### src/rtl/branch_result_queue.sv
// Branch result queue: classifies resolved branches as taken/mispredicted and buffers them
// in a small FIFO. After a mispredict, input is blocked until that entry is consumed.
module branch_result_queue #(
  parameter int unsigned DEPTH = 4,
  parameter int unsigned TAG_W = 3
) (
  input  logic                       clk_i,
  input  logic                       rst_n_i,
  input  logic                       ops_valid_i,
  output logic                       ops_ready_o,
  input  logic [TAG_W-1:0]           ops_tag_i,
  input  logic                       taken_i,
  input  logic                       wrong_taken_i,
  input  logic                       wrong_target_i,
  input  logic                       flush_i,
  output logic                       res_valid_o,
  input  logic                       res_ready_i,
  output logic [TAG_W-1:0]           res_tag_o,
  output logic                       res_taken_o,
  output logic                       res_mispredict_o,
  output logic [$clog2(DEPTH+1)-1:0] count_o
);

  localparam int unsigned PtrW = $clog2(DEPTH);
  localparam int unsigned CntW = $clog2(DEPTH + 1);
  localparam logic [CntW-1:0] CntFull = CntW'(DEPTH);

  localparam logic [1:0] StReset   = 2'd0;
  localparam logic [1:0] StRun     = 2'd1;
  localparam logic [1:0] StBlocked = 2'd2;

  logic [1:0]      state_q, state_d;
  logic [PtrW-1:0] wr_ptr_q, wr_ptr_d, rd_ptr_q, rd_ptr_d;
  logic [CntW-1:0] count_q, count_d;

  logic [TAG_W-1:0] tag_mem_q [DEPTH];
  logic [DEPTH-1:0] taken_mem_q;
  logic [DEPTH-1:0] misp_mem_q;

  logic [TAG_W-1:0] res_tag_q, res_tag_d;
  logic             res_taken_q, res_taken_d;
  logic             res_misp_q, res_misp_d;

  logic in_misp, flush_act, enq, deq;

  // wrong_target_i only matters for taken branches
  assign in_misp   = wrong_taken_i | (taken_i & wrong_target_i);
  assign flush_act = flush_i & (state_q != StReset);

  assign ops_ready_o = (state_q == StRun) && (count_q != CntFull);
  assign res_valid_o = (count_q != '0);

  assign enq = ops_valid_i & ops_ready_o & ~flush_i;
  assign deq = res_valid_o & res_ready_i & ~flush_i;

  always_comb begin
    state_d = state_q;
    unique case (state_q)
      StReset:   state_d = StRun;
      StRun: begin
        if (flush_act)           state_d = StRun;
        else if (enq && in_misp) state_d = StBlocked;
      end
      StBlocked: begin
        if (flush_act)                      state_d = StRun;
        else if (deq && misp_mem_q[rd_ptr_q]) state_d = StRun;
      end
      default:   state_d = StReset;
    endcase
  end

  always_comb begin
    wr_ptr_d = wr_ptr_q;
    rd_ptr_d = rd_ptr_q;
    count_d  = count_q;
    if (flush_act) begin
      wr_ptr_d = '0;
      rd_ptr_d = '0;
      count_d  = '0;
    end else begin
      if (enq) wr_ptr_d = wr_ptr_q + PtrW'(1);
      if (deq) rd_ptr_d = rd_ptr_q + PtrW'(1);
      unique case ({enq, deq})
        2'b10:   count_d = count_q + CntW'(1);
        2'b01:   count_d = count_q - CntW'(1);
        default: count_d = count_q;
      endcase
    end
  end

  // Head outputs are registered; when the FIFO goes empty they keep their last value.
  always_comb begin
    res_tag_d   = res_tag_q;
    res_taken_d = res_taken_q;
    res_misp_d  = res_misp_q;
    if (count_d != '0) begin
      if (enq && (wr_ptr_q == rd_ptr_d)) begin
        res_tag_d   = ops_tag_i;
        res_taken_d = taken_i;
        res_misp_d  = in_misp;
      end else begin
        res_tag_d   = tag_mem_q[rd_ptr_d];
        res_taken_d = taken_mem_q[rd_ptr_d];
        res_misp_d  = misp_mem_q[rd_ptr_d];
      end
    end
  end

  always_ff @(posedge clk_i or negedge rst_n_i) begin
    if (!rst_n_i) begin
      state_q     <= StReset;
      wr_ptr_q    <= '0;
      rd_ptr_q    <= '0;
      count_q     <= '0;
      res_tag_q   <= '0;
      res_taken_q <= 1'b0;
      res_misp_q  <= 1'b0;
    end else begin
      state_q     <= state_d;
      wr_ptr_q    <= wr_ptr_d;
      rd_ptr_q    <= rd_ptr_d;
      count_q     <= count_d;
      res_tag_q   <= res_tag_d;
      res_taken_q <= res_taken_d;
      res_misp_q  <= res_misp_d;
    end
  end

  always_ff @(posedge clk_i) begin
    if (enq) begin
      tag_mem_q[wr_ptr_q]   <= ops_tag_i;
      taken_mem_q[wr_ptr_q] <= taken_i;
      misp_mem_q[wr_ptr_q]  <= in_misp;
    end
  end

  assign res_tag_o        = res_tag_q;
  assign res_taken_o      = res_taken_q;
  assign res_mispredict_o = res_misp_q;
  assign count_o          = count_q;

endmodule

### config.mk
export PLATFORM = sky130hd
export DESIGN_NAME = branch_result_queue
export DESIGN_NICKNAME = d
export VERILOG_FILES = /design/src/rtl/branch_result_queue.sv
export SDC_FILE = /design/constraint.sdc
export NUM_CORES = 1
export LEC_CHECK = 0
export CORE_MARGIN = 10
export CORE_UTILIZATION = 45
export CTS_CLUSTER_DIAMETER = 200
export DETAILED_ROUTE_END_ITERATION = 8
export GPL_TIMING_DRIVEN = 0
export PLACE_DENSITY = 0.69
export SETUP_SLACK_MARGIN = 0.3
export SYNTH_ARGS = -nofsm -noshare
export SYNTH_HDL_FRONTEND = slang
export SYNTH_SLANG_ARGS = --single-unit
export TNS_END_PERCENT = 100
### constraint.sdc
create_clock -name clk_i -period 9.75 [get_ports clk_i]
set_clock_uncertainty 0.05 [all_clocks]
set_input_delay 2.4375 -clock clk_i [delete_from_list [all_inputs] [get_ports clk_i]]
set_output_delay 2.4375 -clock clk_i [all_outputs]
set_load 0.02 [all_outputs]
==> impl_table.tex <==
\begin{tabular}{lr}
\hline
Metric & Value \\
\hline
\multicolumn{2}{l}{\textbf{CTS}} \\
Depth of the CTS H-tree & 2 \\
TritonCTS clock tree & done \\
Number of CTS-inserted buffers & 5 \\
Resized Gates After CTS & 0 \\
Clock transition time at the flip-flop clock pins of the worst setup and hold paths & 0.07 ns \\
Hold Buf Count CTS & 0 \\
Clock buffer depth & 2 \\
CTS sink count & 34 \\
Number of buffers inserted to repair setup after CTS & 0 \\
Clock Latency Late Sink & 0.29 ns \\
Root cell of the clock tree & clkbuf\_8 \\
\multicolumn{2}{l}{\textbf{Yosys}} \\
Post-synth top area share & 30.21\% \\
Leading post-synthesis cells by cell area & edfxtp\_1 30\%, dfrtp\_1 18\%, nand2\_1 4.3\%, ha\_1 3.1\%, o22ai\_2 3.1\% \\
Register area share after synthesis & 47.83\% \\
Post-Synthesis Cell Area & 1988 sq um \\
Predominant post-synthesis flop cell & edfxtp\_1 \\
Synthesized net count & 196 \\
Number of flip-flops and latches in the synthesized netlist & 34 \\
Distinct cells, synth & 42 \\
Yosys warning total & 0 \\
Post-synth EDFFs & 20 \\
Ranking of synthesized cells by instance count & 23 x nand2\_1, 20 x edfxtp\_1, 14 x dfrtp\_1 \\
Cell type contributing the most total cell area after synthesis & edfxtp\_1 \\
Cells after synthesis & 179 \\
Synthesized area per cell & 11.11 sq um \\
Leading cell type by number of instances after synthesis & nand2\_1 \\
Async set or reset register ratio after synthesis & 41.18\% \\
\multicolumn{2}{l}{\textbf{Layout}} \\
Growth of design area from synthesis to finish & 18.12\% \\
Number of nets in the layout & 223 \\
Number of antenna repair diodes & 0 \\
Proportion of layout cells with a drive suffix above 1 & 17.39\% \\
\multicolumn{2}{l}{\textbf{Setup path}} \\
Worst-path maximum fanout & 10 \\
Reg2Reg Capture Point & res\_tag\_o[0]\$\_DFFE\_PN0P\_ \\
Critical path destination & res\_tag\_o[0]\$\_DFFE\_PN0P\_ \\
Count of cells along the worst register-to-register path & 13 \\
Data arrival, critical path & 6.08 ns \\
Critical R2R Launch & count\_o[1]\$\_DFF\_PN0\_ \\
Critical Path Source & flush\_i \\
Worst R2R Setup Slack & 5.89 ns \\
CP endpoint kind & flop \\
Data required time of the critical path & 9.92 ns \\
Worst setup path category & primary input to flop \\
Critical path startpoint category & primary input \\
\multicolumn{2}{l}{\textbf{Global routing}} \\
First-pass GRT wire length & 7948 microns \\
Maximum number of pins on one net before global-route repair & 15 \\
Leftover overflow at the end of global routing & 0 \\
Global routing usage summed across all routing layers & 13.13\% \\
Via count of the first global-routing pass & 1577 \\
Number of antenna violations at the first check in global routing & 0 \\
\multicolumn{2}{l}{\textbf{Pwr}} \\
Net Sw Power & 245.6 uW \\
Internal Pwr Total & 376.4 uW \\
Combinational group share of total power & 49.0\% \\
Sequential share of power & 33.4\% \\
Peak supply drop & 0.1479 mV \\
Leakage & 0.0008712 uW \\
Switching share of power & 39.49\% \\
Clock network fraction of total power & 17.6\% \\
Cell area power density & 264.8 nW/um\^{}2 \\
\multicolumn{2}{l}{\textbf{STA}} \\
Final Cycle Share & 60.60\% \\
Fmax & 169.2 MHz \\
Hold Violations, Final & 0 \\
Final total negative setup slack & 0 ns \\
Worst hold slack across all endpoints & 0.4972 ns \\
Final worst path period need & 5.909 ns \\
Final Max Slew Viols & 0 \\
Worst max-slew margin expressed relative to the limit & 46.42\% \\
Final setup violation count & 0 \\
Slew at the pin with the worst max-slew slack & 0.7983 ns \\
Unrepaired setup endpoints after global routing & false \\
\multicolumn{2}{l}{\textbf{Place}} \\
Global placer's final weighted congestion & 0.8253 \\
HPWL after detailed placement & 3501 microns \\
IO Port Bufs & 20 \\
\multicolumn{2}{l}{\textbf{Route}} \\
Routed Antenna Nets & 0 \\
Per-cell via count in the routed design & 5.888 \\
Pre-Repair DR Iteration Count & 4 \\
Routed WL per cell & 17.76 microns \\
Total routed wirelength & 4601 microns \\
Via count & 1525 \\
DRC marker count from the first detailed-route iteration & 86 \\
Total DRC errors in the routed layout & 0 \\
\multicolumn{2}{l}{\textbf{Floorplan}} \\
Placeable Area & 4324 sq um \\
Horizontal extent of the die & 86.47 microns \\
Area of the die & 7477 sq um \\
Initial Utilization & 45.98\% \\
Top-level port count & 21 \\
Height of the chip & 86.47 microns \\
Rows & 24 \\
\multicolumn{2}{l}{\textbf{Hold path}} \\
Path class of the lowest-slack min-delay path & flop to flop \\
Critical hold path startpoint & res\_tag\_o[1]\$\_DFFE\_PN0P\_ \\
\multicolumn{2}{l}{\textbf{Flow run}} \\
Max capacitance violation total & 0 \\
\multicolumn{2}{l}{\textbf{Outcome}} \\
Run status & complete, no violations \\
\hline
\end{tabular}
-- how the worst min path moves through the flow --
stage	endpoint	slack, ns	cells past startpoint
3_3_place_gp	state_q[0]$_DFFE_PN0P_	0.46	1
6_report	res_tag_o[1]$_DFFE_PN0P_	0.50	2
2_1_floorplan	state_q[0]$_DFFE_PN0P_	0.44	1
4_1_cts	res_tag_o[1]$_DFFE_PN0P_	0.51	2
5_1_grt	res_mispredict_o$_DFFE_PN0P_	0.54	2
3_5_place_dp	res_mispredict_o$_DFFE_PN0P_	0.48	2
-- layout by cell type (no fill, tap or decap), types with 6 or more instances in the layout --
cell | synthesis | final
nand2_1 | 23 | 23
clkdlybuf4s50_1 | 0 | 20
edfxtp_1 | 20 | 20
dfrtp_1 | 14 | 14
a21oi_1 | 12 | 12
inv_1 | 9 | 9
nor2b_1 | 6 | 6
o211ai_1 | 6 | 6
clkbuf_8 | 0 | 6
-- metal layers --
layer | GRT usage, % | share of wire (%) | up-vias
met4 | 4.418 | 1.1 | 0
li1 | - | - | 728
met2 | 22.42 | 50 | 31
met5 | 0 | 0 | -
met1 | 15.14 | 45 | 761
met3 | 4.128 | 4.6 | 5
-- worst max-delay path, cell delays in order --
cell and delay [ns]:
clkdlybuf4s50_1 0.50, nor2b_1 0.13, buf_2 0.21, nand2_1 0.19, inv_1 0.14, buf_2 0.25, ha_1 0.25, fa_1 0.45
nor3b_1 0.22, a21oi_1 0.06, o31ai_1 0.53, clkbuf_1 0.46, a21oi_1 0.12, o22ai_2 0.11
-- metrics by stage --
step / util (%) / setup WS, ns / cell area, sq um / std cells / total power [uW]
after global routing: 54.31 / 3.415 / 2349 / 259 / 664.5
after detailed placement: 52.11 / 3.501 / 2253 / 251 / 515.0
after CTS: 54.31 / 3.787 / 2349 / 259 / 624.7
after floorplan: - / 4.662 / 1988 / 179 / 419.4
final: 54.31 / 3.841 / 2349 / 259 / 622.0
after global placement: 52.11 / 3.662 / 2253 / 251 / 503.0
-- flip-flops by register name, indices dropped and copies added (netlist names) --
name              cells
tag_mem_q            12
misp_mem_q            4
taken_mem_q           4
count_o               3
res_tag_o             3
rd_ptr_q              2
state_q               2
wr_ptr_q              2
res_mispredict_o      1
res_taken_o           1
-- logic make-up after synthesis --
kind of cell             after synthesis  share of synthesized area [%]
AO/OA/AOI/OAI                         58                          23.85
XOR/XNOR                               3                          2.014
adder cells (fa/ha/maj)                6                          4.154
buffers and inverters                 18                          3.524
flip-flops                            34                          47.83
multiplexers                           8                          4.971
AND/OR/NAND/NOR                       52                          13.66
-- power groups by stage --
stage	sequential, uW	combinational [uW]	clock [uW]
floorplan	222	198	0
global placement	208	295	0
detailed placement	210	305	0
CTS	208	307	110
global route	211	336	117
finish	208	305	109
-- final cells by class --
class	count	area [sq um]
well taps	52	65.06
flip-flops and latches	34	950.9
plain buffers	7	28.78
repair buffers	20	200.2
clock inverters	2	12.51
multi-input cells	127	967.2
clock buffers	6	82.58
inverters	11	41.29
fillers	380	1976
No activity file was read; power rests on OpenSTA's default activity.
